### config.mk
export PLATFORM = sky130hd
export DESIGN_NAME = pull_slice_arbiter
export DESIGN_NICKNAME = d
export VERILOG_FILES = /design/src/rtl/pull_slice_pkg.sv /design/src/rtl/pull_slice_arbiter_rr_pick.sv /design/src/rtl/pull_slice_arbiter.sv
export SDC_FILE = /design/constraint.sdc
export NUM_CORES = 1
export LEC_CHECK = 0
export CAP_MARGIN = 20
export CORE_AREA = 2 2 59 61
export CTS_BUF_LIST = sky130_fd_sc_hd__clkbuf_2 sky130_fd_sc_hd__clkbuf_4 sky130_fd_sc_hd__clkbuf_8
export CTS_CLUSTER_DIAMETER = 150
export DETAILED_ROUTE_END_ITERATION = 8
export DIE_AREA = 0 0 61 63
export HOLD_SLACK_MARGIN = 0.03
export PLACE_DENSITY = 0.86
export SLEW_MARGIN = 10
export SYNTH_ARGS = -nofsm -noshare
export SYNTH_HDL_FRONTEND = slang
export SYNTH_HIERARCHICAL = 1
export SYNTH_SLANG_ARGS = --single-unit
### constraint.sdc
create_clock -name clk -period 3.6 [get_ports clk]
set_clock_uncertainty 0.15 [all_clocks]
set_input_delay 0.72 -clock clk [delete_from_list [all_inputs] [get_ports clk]]
set_output_delay 0.72 -clock clk [all_outputs]
set_load 0.005 [all_outputs]
### src/rtl/pull_slice_pkg.sv
// Shared types and helpers for the pull-style slice arbiter.
package pull_slice_pkg;

  localparam int unsigned LSB_BITS = 8;
  localparam int unsigned MAX_REQ  = 8;

  typedef enum logic [2:0] {
    IDLE,
    SRC_REQ,
    SRC_RTZ,
    ACK,
    ABORT,
    IDLE_WAIT
  } state_e;

  // Field LSB of requester idx from a packed 8-bit-per-entry vector.
  function automatic logic [LSB_BITS-1:0] lsb_of(input logic [LSB_BITS*MAX_REQ-1:0] vec,
                                                 input int unsigned idx);
    return vec[idx*LSB_BITS +: LSB_BITS];
  endfunction

endpackage

### src/rtl/pull_slice_arbiter_rr_pick.sv
// Combinational round-robin picker: first set bit at or after ptr, wrapping modulo N.
module rr_pick #(
  parameter int unsigned N  = 2,
  parameter int unsigned IW = 1
) (
  input  logic [N-1:0]  req,
  input  logic [IW-1:0] ptr,
  output logic [IW-1:0] idx,
  output logic          any
);

  int j;

  // Descending scan so the smallest offset from ptr is assigned last and wins.
  always_comb begin
    idx = '0;
    any = |req;
    j   = 0;
    for (int k = int'(N) - 1; k >= 0; k--) begin
      j = int'(ptr) + k;
      if (j >= int'(N)) j = j - int'(N);
      if (req[IW'(j)]) idx = IW'(j);
    end
  end

endmodule

### src/rtl/pull_slice_arbiter.sv
// Shares one pull-style four-phase source between N_REQ requesters, each
// receiving its own fixed-offset field of the source word.
module pull_slice_arbiter
  import pull_slice_pkg::*;
#(
  parameter int unsigned          N_REQ   = 2,
  parameter int unsigned          SRC_W   = 18,
  parameter int unsigned          FLD_W   = 16,
  parameter logic [8*N_REQ-1:0]   LSB_VEC = {8'd2, 8'd1},
  parameter int unsigned          TIMEOUT = 255
) (
  input  logic                       clk,
  input  logic                       rst,
  input  logic [N_REQ-1:0]           req_r,
  output logic [N_REQ-1:0]           req_a,
  output logic [FLD_W-1:0]           req_d,
  output logic                       src_r,
  input  logic                       src_a,
  input  logic [SRC_W-1:0]           src_d,
  output logic [$clog2(N_REQ)-1:0]   grant,
  output logic                       busy,
  output logic                       err
);

  localparam int unsigned GW = $clog2(N_REQ);
  localparam int unsigned CW = $clog2(TIMEOUT + 1);

  for (genvar g = 0; g < N_REQ; g++) begin : g_lsb_check
    if (32'(lsb_of(64'(LSB_VEC), g)) + FLD_W > SRC_W) begin : g_bad
      $error("pull_slice_arbiter: field of requester %0d exceeds SRC_W", g);
    end
  end

  state_e            state, state_n;
  logic [GW-1:0]     rr_ptr, rr_ptr_n;
  logic [CW-1:0]     cnt, cnt_n;
  logic [N_REQ-1:0]  req_a_n;
  logic [FLD_W-1:0]  req_d_n;
  logic              src_r_n;
  logic [GW-1:0]     grant_n;
  logic              busy_n;
  logic              err_n;

  logic [GW-1:0]     pick_idx;
  logic              pick_any;
  logic [FLD_W-1:0]  slice;
  logic [GW-1:0]     next_ptr;
  logic              timed_out;

  rr_pick #(.N(N_REQ), .IW(GW)) u_pick (
    .req (req_r),
    .ptr (rr_ptr),
    .idx (pick_idx),
    .any (pick_any)
  );

  // Field of the currently granted requester, taken from the live source word.
  always_comb begin
    slice = '0;
    for (int unsigned i = 0; i < N_REQ; i++) begin
      if (grant == GW'(i)) slice = FLD_W'(src_d >> lsb_of(64'(LSB_VEC), i));
    end
  end

  assign next_ptr  = (grant == GW'(N_REQ - 1)) ? '0 : grant + GW'(1);
  assign timed_out = (cnt == CW'(TIMEOUT));

  // Next-state and next-output logic; every output is registered below.
  always_comb begin
    state_n  = state;
    rr_ptr_n = rr_ptr;
    cnt_n    = cnt;
    req_a_n  = req_a;
    req_d_n  = req_d;
    src_r_n  = src_r;
    grant_n  = grant;
    err_n    = 1'b0;

    unique case (state)
      IDLE: begin
        // A source still acknowledging a previous cycle blocks new requests.
        if (!src_a && pick_any) begin
          grant_n = pick_idx;
          src_r_n = 1'b1;
          cnt_n   = '0;
          state_n = SRC_REQ;
        end
      end
      SRC_REQ: begin
        if (src_a) begin
          req_d_n = slice;
          src_r_n = 1'b0;
          cnt_n   = '0;
          state_n = SRC_RTZ;
        end else if (timed_out) begin
          src_r_n = 1'b0;
          err_n   = 1'b1;
          state_n = ABORT;
        end else begin
          cnt_n = cnt + CW'(1);
        end
      end
      SRC_RTZ: begin
        if (!src_a) begin
          req_a_n        = '0;
          req_a_n[grant] = 1'b1;
          state_n        = ACK;
        end else if (timed_out) begin
          err_n   = 1'b1;
          state_n = ABORT;
        end else begin
          cnt_n = cnt + CW'(1);
        end
      end
      ACK: begin
        if (!req_r[grant]) begin
          req_a_n  = '0;
          rr_ptr_n = next_ptr;
          state_n  = IDLE;
        end
      end
      ABORT: begin
        rr_ptr_n = next_ptr;
        state_n  = IDLE_WAIT;
      end
      IDLE_WAIT: begin
        if (!src_a) state_n = IDLE;
      end
      default: state_n = IDLE;
    endcase

    busy_n = (state_n != IDLE);
  end

  always_ff @(posedge clk) begin
    if (rst) begin
      state  <= IDLE;
      rr_ptr <= '0;
      cnt    <= '0;
      req_a  <= '0;
      req_d  <= '0;
      src_r  <= 1'b0;
      grant  <= '0;
      busy   <= 1'b0;
      err    <= 1'b0;
    end else begin
      state  <= state_n;
      rr_ptr <= rr_ptr_n;
      cnt    <= cnt_n;
      req_a  <= req_a_n;
      req_d  <= req_d_n;
      src_r  <= src_r_n;
      grant  <= grant_n;
      busy   <= busy_n;
      err    <= err_n;
    end
  end

endmodule

==> results_dict.tcl, run 1 <==
set metrics [dict create \
    status "finished, final reports clean" \
    synth_xor_xnor_area_share_pct 0.519 \
    cpPeakStageDelay_ns 0.56 \
    grt_usage_pct 20.2 \
    synth_compound_area_share_pct 21.6 \
    fin_crit_sh_pct 70.1 \
    synth_cell_types 46 \
    slew_headroom_pct 71.0 \
    drtIter0Drc 93 \
    synth_flop_cell "dfxtp_1" \
    die-area_mm2 0.00384 \
    clockBufferDepth 2 \
    nNetsFinal 251 \
    synthSimpleGateAreaFrac_pct 19.3 \
    cp-start-kind "register" \
    p_total_mw 0.798 \
    worst_pin_slew_ns 0.434 \
    grt_start_max_net_pins 33 \
    fin_tns_setup_ns 0 \
    rsz0062_at_grt "no" \
    ys_async_sr_fraction_pct 0 \
    clk_latency_ns 0.33 \
    cts_tree "yes" \
    final_hold_viol_count 0 \
    core-area_mm2 0.00323 \
    synth_edf_count 0 \
    drive_gt1_share_pct 7.46 \
    ys_seq_area_share_pct 40.3 \
    n_antenna_cell 0 \
    cp_max_fo 17 \
    slowest_stage "clkdlybuf4s50_1" \
    yosysTopAreaCellShare_pct 40.3 \
    synth_top_area_cell "dfxtp_1" \
    layout_min_cycle_time_ns 2.52 \
    cts_made_buffers 5 \
    syn_inst 189 \
    wirelength_mm 3.56 \
    ios 45 \
    synth.most_common_cell "dfxtp_1" \
    hold_ws_ns 0.348 \
    h-tree-depth 2 \
    root_buffer "clkbuf_4" \
    synth_mux_area_share_pct 11.3 \
    syn_avg_cell_area_um2 8.94 \
    synthToLayoutAreaGrowth_pct 29.2 \
    initial_core_util_pct 52.3 \
    num-fill-cells 268 \
    routed_via_density 5.38 \
    hold_buffers 0 \
    grt_first_pass_wirelength_mm 5.82 \
    globalplace.congestion 0.783 \
    critical_path_arrival_ns 1.65 \
    first_global_vias 1337 \
    path_class "reg2out" \
    clk_pin_slew_ns 0.11 \
    critPathCaptureType "output pin" \
    powerDensity_mw_per_mm2 366 \
    final-max-slew-violation-count 0 \
    setup_viol_count_final 0 \
    final_antenna_net_count 0 \
    die_width_um 61 \
    row_count 21 \
    synth.area.top_cells "dfxtp_1 40%, mux2i_1 11%, a211oi_1 8.9%" \
    synth_top_family_by_area "compound AO/OA/AOI/OAI gates" \
    synth_fp_nets 213 \
    portBuffers 43 \
    ir_worst_vdd_mv 0.241 \
    antenna_found_initial 0 \
    die_y_um 63 \
    dr.pass1.iters 4 \
    max_clock_freq_ghz 0.396 \
    drc_errors 0 \
    ys_ff_latch 34 \
    avgRoutedWirePerCell_um 13.0 \
    hpwl_mm 2.50 \
    path_cells "buf_4 > clkdlybuf4s50_1" \
    maxCapViolations 0 \
    p_leak_nw 0.749 \
    ys_top_cells_by_count "34 x dfxtp_1, 32 x nor2_1, 20 x a211oi_1" \
    cts_resized 0 \
    holdCritPathClass "reg2reg" \
    cts.sinks 34 \
    post_cts_buffers 0 \
    yosys_warnings 6 \
    grt_overflow 0 \
    synth_fa_ha_area_share_pct 0.741 \
    vias 1475 \
    crit_required_ns 2.73 \
    netlist_area_mm2 0.00169 \
]
layout make-up:
cell class,instances,area [µm²],area share (%)
clock buffer,8,78.8,3.61
inverter,3,11.3,0.516
multi-input combinational,137,901,41.3
sequential,34,681,31.2
tap,46,57.6,2.64
timing repair buffer,46,453,20.8
state kept, by name (all words and copies together) (netlist names):
name and count:
busy 1, req_d 16, src_r 1, grant 1, rr_ptr 1, cnt 8
err 1, state 3, req_a 2
layout by cell type, fill, tap and decap left out, drive strengths merged:
master / Yosys / final
a211oi: 21 / 21
a21boi: 1 / 1
a21o: 2 / 2
a21oi: 7 / 7
a221oi: 1 / 1
a311oi: 4 / 4
a31o: 2 / 2
a31oi: 3 / 3
a32oi: 1 / 1
a41oi: 1 / 1
and2: 2 / 2
and3: 4 / 4
and4: 1 / 1
buf: 12 / 3
clkbuf: 3 / 8
clkdlybuf4s50: 0 / 43
dfxtp: 34 / 34
ha: 1 / 1
inv: 3 / 3
mux2i: 19 / 19
nand2: 7 / 7
nand2b: 4 / 4
nand3: 7 / 7
nand3b: 1 / 1
nand4: 1 / 1
nor2: 33 / 33
nor2b: 2 / 2
nor3: 2 / 2
nor3b: 1 / 1
nor4: 1 / 1
o211a: 1 / 1
o21a: 1 / 1
o21ai: 2 / 2
o21bai: 1 / 1
or2: 2 / 2
xnor2: 1 / 1
worst paths after layout:
check             end  slack (ns)  startpoint  cells after the start
max             grant        1.08       grant                      2
min          req_a[1]        0.35    req_a[1]                      2
max reg2reg      busy        1.66      cnt[0]                      6
min reg2reg  req_a[1]        0.35    req_a[1]                      2
stage by stage:
stage          area (µm²)  instances  setup slack (ns)  utilization (%)
2_1_floorplan        1690        189              1.56                -
3_3_place_gp         2100        266             0.869             65.1
3_5_place_dp         2100        266             0.854             65.1
4_1_cts              2180        274              1.05             67.5
5_1_grt              2180        274             0.968             67.5
6_report             2180        274              1.08             67.5
worst max-delay path: cells and delay by family (launching register included):
family                 cells  cell delay (ns)
buffers and inverters      2             0.88
flip-flops                 1             0.44
power by group:
part | switching, mW | internal [mW]
logic | 0.0576 | 0.0730
clock network | 0.128 | 0.133
registers | 0.0123 | 0.393
logic make-up (layout without fill, tap and decap cells):
group / count (synthesis) / count (layout)
multiplexers: 19 / 19
buffers and inverters: 18 / 57
AND/OR/NAND/NOR: 68 / 68
flip-flops: 34 / 34
AO/OA/AOI/OAI: 48 / 48
XOR/XNOR: 1 / 1
adder cells (fa/ha/maj): 1 / 1
metal layers:
metal | global-route usage [%] | vias up | part of all wire (%)
met5 | 0 | - | 0
met4 | 9.24 | 0 | 1.7
met3 | 6.83 | 7 | 5.0
met2 | 30.1 | 35 | 47
met1 | 25.7 | 664 | 47
li1 | - | 769 | -
No activity file was read; power rests on OpenSTA's default activity.
==> inputs of run 2 (changes only) <==
--- a/config.mk
+++ b/config.mk
@@ -6,13 +6,13 @@
 export NUM_CORES = 1
 export LEC_CHECK = 0
 export CAP_MARGIN = 20
-export CORE_AREA = 2 2 59 61
+export CORE_AREA = 2 2 65 67
 export CTS_BUF_LIST = sky130_fd_sc_hd__clkbuf_2 sky130_fd_sc_hd__clkbuf_4 sky130_fd_sc_hd__clkbuf_8
 export CTS_CLUSTER_DIAMETER = 150
 export DETAILED_ROUTE_END_ITERATION = 8
-export DIE_AREA = 0 0 61 63
+export DIE_AREA = 0 0 67 69
 export HOLD_SLACK_MARGIN = 0.03
-export PLACE_DENSITY = 0.86
+export PLACE_DENSITY = 0.75
 export SLEW_MARGIN = 10
 export SYNTH_ARGS = -nofsm -noshare
 export SYNTH_HDL_FRONTEND = slang
==> constraint.sdc (replaced) <==
create_clock -name clk -period 2.2 [get_ports clk]
set_clock_uncertainty 0.15 [all_clocks]
set_input_delay 0.44 -clock clk [delete_from_list [all_inputs] [get_ports clk]]
set_output_delay 0.44 -clock clk [all_outputs]
set_load 0.005 [all_outputs]
==> run 2 against run 1 <==
Effect of this change:
- count of clock-buffer cells in the layout decreased by 2
- clock power increased by 120%
- wire length increased by 3.6%
- core utilization decreased by 8.9 points
- first-iteration DRC count decreased by 24%
- via count increased by 1.8%
- combinational power increased by 80%
- largest power group unchanged
- final area increased by 5.1%
- worst hold slack got worse by 0.030 ns
- critical path depth increased by 5
- global-route usage decreased by 2.9 points
- non-clock buffer count increased by 8
==> results_dict.tcl, run 2 (synthesis results as in run 1) <==
set metrics [dict create \
    cts_made_buffers 5 \
    grt_start_max_net_pins 33 \
    path_class "in2reg" \
    avgRoutedWirePerCell_um 12.9 \
    vias 1501 \
    fin_tns_setup_ns 0 \
    worst_pin_slew_ns 0.443 \
    antenna_found_initial 0 \
    crit_required_ns 2.23 \
    synthToLayoutAreaGrowth_pct 35.8 \
    first_global_vias 1382 \
    initial_core_util_pct 43.2 \
    h-tree-depth 2 \
    switching_share_pct 23.1 \
    row_count 23 \
    nNetsFinal 259 \
    ir_worst_vdd_mv 0.406 \
    dp_slack_ns -0.108 \
    routed_via_density 5.27 \
    cp_max_fo 6 \
    p_seq_share_pct 44.6 \
    p_switching_mw 0.342 \
    clockBufferDepth 2 \
    regMostFlops "req_d" \
    ios 45 \
    cp-start-kind "input pin" \
    drtIter0Drc 71 \
    status "finished, final reports clean" \
    critPathCaptureType "register" \
    dp.cells 278 \
    final_util_pct 58.6 \
    cts.sinks 34 \
    n_antenna_cell 0 \
    cts_tree "yes" \
    p_total_mw 1.48 \
    final_common_cell "clkdlybuf4s50_1" \
    core-area_mm2 0.00391 \
    finalInstanceArea_mm2 0.00229 \
    clk_latency_ns 0.29 \
    wl_met2_mm 1.77 \
    die_width_um 67 \
    holdCritPathClass "reg2reg" \
    critical_path_arrival_ns 2.05 \
    final-max-slew-violation-count 0 \
    clk_pin_slew_ns 0.07 \
    die-area_mm2 0.00462 \
    globalplace.congestion 0.774 \
    grt_overflow 0 \
    grt_usage_pct 17.3 \
    max_clock_freq_ghz 0.494 \
    drive_gt1_share_pct 10.2 \
    final_cell_mix "43 x clkdlybuf4s50_1, 34 x dfxtp_1, 32 x nor2_1" \
    hold_buffers 0 \
    finalNonFillerCells 285 \
    final_antenna_net_count 0 \
    root_buffer "clkbuf_8" \
    cts_resized 0 \
    hpwl_mm 2.66 \
    slew_headroom_pct 70.4 \
    dr.pass1.iters 4 \
    fin_crit_sh_pct 91.9 \
    p_leak_nw 0.803 \
    p_clk_share_pct 39.5 \
    wl_met3_um 138 \
    wirelength_mm 3.69 \
    portBuffers 43 \
    placed_cell_area_mm2 0.00218 \
    cell_internal_pwr_mw 1.14 \
    die_y_um 69 \
    reg_top3 "req_d x16, cnt x8, state x3" \
    drc_errors 0 \
    grt_first_pass_wirelength_mm 6.27 \
    setup_viol_count_final 0 \
    p_comb_share_pct 15.9 \
    rsz0062_at_grt "no" \
    powerDensity_mw_per_mm2 647 \
    final_hold_viol_count 0 \
    wl_met1_mm 1.74 \
    top_layer "met4" \
    maxCapViolations 0 \
    layout_min_cycle_time_ns 2.02 \
    largest_register_ffs 16 \
    hold_ws_ns 0.318 \
    setup_ws_ns 0.178 \
    post_cts_buffers 0 \
]
[run 2: changes by cell type in the layout (fill, tap and decap cells not counted), sizes merged]
cell	previous run	this run
buf	3	11
bufinv	0	1
clkbuf	8	6
[run 2: area by class of cell]
cell class | instances | area (µm²)
tap | 50 | 62.6
sequential | 34 | 681
timing repair buffer | 54 | 526
fill | 362 | 1620
inverter | 3 | 11.3
multi-input combinational | 137 | 901
clock buffer | 6 | 82.6
clock inverter | 1 | 30.0
[run 2: worst paths after layout]
check	from	end	slack (ns)	depth (start not counted)
setup / recovery	req_r[1]	cnt[3]	0.18	7
hold / removal	req_a[1]	req_a[1]	0.32	2
setup reg to reg	cnt[0]	cnt[3]	0.29	6
hold reg to reg	req_a[1]	req_a[1]	0.32	2
[run 2: power by group through the flow]
stage	registers (mW)	clock network [mW]	logic, mW
floorplan	0.674	0	0.121
global placement	0.676	0	0.233
detailed placement	0.677	0	0.237
CTS	0.663	0.598	0.238
global route	0.665	0.625	0.262
finish	0.663	0.586	0.236
[run 2: critical path, cell delays in order]
cell and delay [ns]:
clkdlybuf4s50_1 0.47, or2_1 0.14, nand2b_1 0.08, a21o_1 0.22, a211oi_4 0.38, a211oi_1 0.13
a31o_1 0.19
[run 2: layer usage]
metal / GRT usage, % / vias up
met3: 5.71 / 4
met2: 26.6 / 24
met1: 22.9 / 694
li1: - / 779
met5: 0 / -
met4: 4.76 / 0
==> inputs of run 3 (changes only) <==
--- a/config.mk
+++ b/config.mk
@@ -6,13 +6,14 @@
 export NUM_CORES = 1
 export LEC_CHECK = 0
 export CAP_MARGIN = 20
-export CORE_AREA = 2 2 65 67
+export CORE_AREA = 2 2 62 64
 export CTS_BUF_LIST = sky130_fd_sc_hd__clkbuf_2 sky130_fd_sc_hd__clkbuf_4 sky130_fd_sc_hd__clkbuf_8
 export CTS_CLUSTER_DIAMETER = 150
 export DETAILED_ROUTE_END_ITERATION = 8
-export DIE_AREA = 0 0 67 69
+export DIE_AREA = 0 0 64 66
 export HOLD_SLACK_MARGIN = 0.03
-export PLACE_DENSITY = 0.75
+export PLACE_DENSITY = 0.79
+export REMOVE_ABC_BUFFERS = 1
 export SLEW_MARGIN = 10
 export SYNTH_ARGS = -nofsm -noshare
 export SYNTH_HDL_FRONTEND = slang
==> constraint.sdc (replaced) <==
create_clock -name clk -period 2.25 [get_ports clk]
set_clock_uncertainty 0.15 [all_clocks]
set_input_delay 0.45 -clock clk [delete_from_list [all_inputs] [get_ports clk]]
set_output_delay 0.45 -clock clk [all_outputs]
set_load 0.005 [all_outputs]
==> run 3 against run 2 <==
Effect of this change:
- sequential share of layout area rose by 1.1 points
- register-to-register slack about the same
- power is 20% lower
- global-route usage increased by 1.4 points
- worst hold slack gained 0.026 ns
- cell count decreased by 1.8%
- wire length fell by 3.4%
- via count is 0.93% higher
- first-iteration DRC count increased by 34%
- worst setup slack gained 0.034 ns
- flip-flop and latch count is the same
==> results_dict.tcl, run 3 (synthesis results as in run 1) <==
set metrics [dict create \
    status "finished, final reports clean" \
    setup_viol_count_final 0 \
    slew_headroom_pct 70.7 \
    dp.cells 274 \
    cpPeakStageDelay_ns 0.48 \
    ios 45 \
    drtIter0Drc 95 \
    cts_resized 0 \
    antenna_found_initial 0 \
    num-fill-cells 309 \
    clk_pin_slew_ns 0.09 \
    holdCritPathClass "reg2reg" \
    nNetsFinal 257 \
    maxCapViolations 0 \
    powerDensity_mw_per_mm2 539 \
    ir_worst_vdd_mv 0.423 \
    rsz0062_at_grt "no" \
    routed_via_density 5.41 \
    clk_latency_ns 0.32 \
    die_y_um 66 \
    portBuffers 43 \
    final_hold_viol_count 0 \
    wirelength_mm 3.56 \
    h-tree-depth 2 \
    hold_depth 2 \
    globalplace.congestion 0.825 \
    grt_start_max_net_pins 33 \
    fin_crit_sh_pct 90.6 \
    reg_top3 "req_d x16, cnt x8, state x3" \
    vias 1515 \
    hpwl_mm 2.65 \
    dr.pass1.iters 4 \
    avgRoutedWirePerCell_um 12.7 \
    die_width_um 64 \
    synthToLayoutAreaGrowth_pct 31.1 \
    p_leak_nw 0.767 \
    final_antenna_net_count 0 \
    final-max-slew-violation-count 0 \
    grt_first_pass_wirelength_mm 6.18 \
    critical_path_arrival_ns 2.10 \
    reg2regPathDepth 6 \
    path_cells "clkdlybuf4s50_1 > or2_1 > nand2b_1 > a21o_1 > a211oi_4 > a211oi_1 > a31o_1" \
    post_cts_buffers 0 \
    slowest_stage "clkdlybuf4s50_1" \
    cp_max_fo 6 \
    clockBufferDepth 2 \
    initial_core_util_pct 47.6 \
    core-area_mm2 0.00355 \
    drc_errors 0 \
    critPathCaptureType "register" \
    grt_overflow 0 \
    finalNonFillerCells 280 \
    cts_tree "yes" \
    final_cell_mix "43 x clkdlybuf4s50_1, 34 x dfxtp_1, 32 x nor2_1" \
    drive_gt1_share_pct 9.05 \
    p_total_mw 1.19 \
    hold_buffers 0 \
    layout_min_cycle_time_ns 2.04 \
    first_global_vias 1409 \
    crit_required_ns 2.32 \
    cp-start-kind "input pin" \
    cts.sinks 34 \
    max_clock_freq_ghz 0.491 \
    fin_tns_setup_ns 0 \
    grt_usage_pct 18.7 \
    n_antenna_cell 0 \
    row_count 22 \
    regMostFlops "req_d" \
    cts_made_buffers 5 \
    final_common_cell "clkdlybuf4s50_1" \
    root_buffer "clkbuf_4" \
    path_class "in2reg" \
    worst_pin_slew_ns 0.438 \
    largest_register_ffs 16 \
    die-area_mm2 0.00422 \
]
-- run 3: cell count changes in the layout (fill, tap and decap cells not counted), sizes merged --
cell / change
buf: -2
bufinv: -1
-- run 3: stage by stage --
stage               hold slack, ns  cell area (µm²)  setup WS (ns)  utilization (%)
finish                       0.344             2210          0.212             62.4
global route                 0.368             2210          0.134             62.4
CTS                          0.353             2210          0.232             62.4
detailed placement           0.339             2160         -0.104             60.9
global placement             0.307             2160        -0.0810             60.9
floorplan                    0.308             1590          0.300                -
-- run 3: worst max-delay path, delay by kind of cell --
kind,cells,cell delay [ns]
AOI/OAI and AO/OA,4,0.95
and+or+nand+nor,2,0.22
buffers and inverters,1,0.48
-- run 3: layout make-up --
class	instances	area (µm²)	area share [%]
Timing Repair Buffer	52	510	23.1
Clock buffer	6	51.3	2.32
Inverter	3	11.3	0.508
Sequential cell	34	681	30.7
Multi-Input combinational cell	137	901	40.7
Tap cell	48	60.1	2.71
-- run 3: metal layers --
layer  wire [µm]  track usage (%)  up-vias
met5           0                0        -
met4          57             5.71        0
met3         227             6.81        8
met2        1590             30.6       45
met1        1690             22.9      684
li1            -                -      778
-- run 3: where the power goes --
part	switching, mW	internal (mW)
logic	0.0952	0.129
registers	0.0195	0.629
clock network	0.179	0.141
-- run 3: worst paths after layout --
kind | from | end | slack, ns
max | req_r[1] | cnt[3] | 0.21
min | req_a[1] | req_a[1] | 0.34
max reg2reg | cnt[0] | busy | 0.28
min reg2reg | req_a[1] | req_a[1] | 0.34
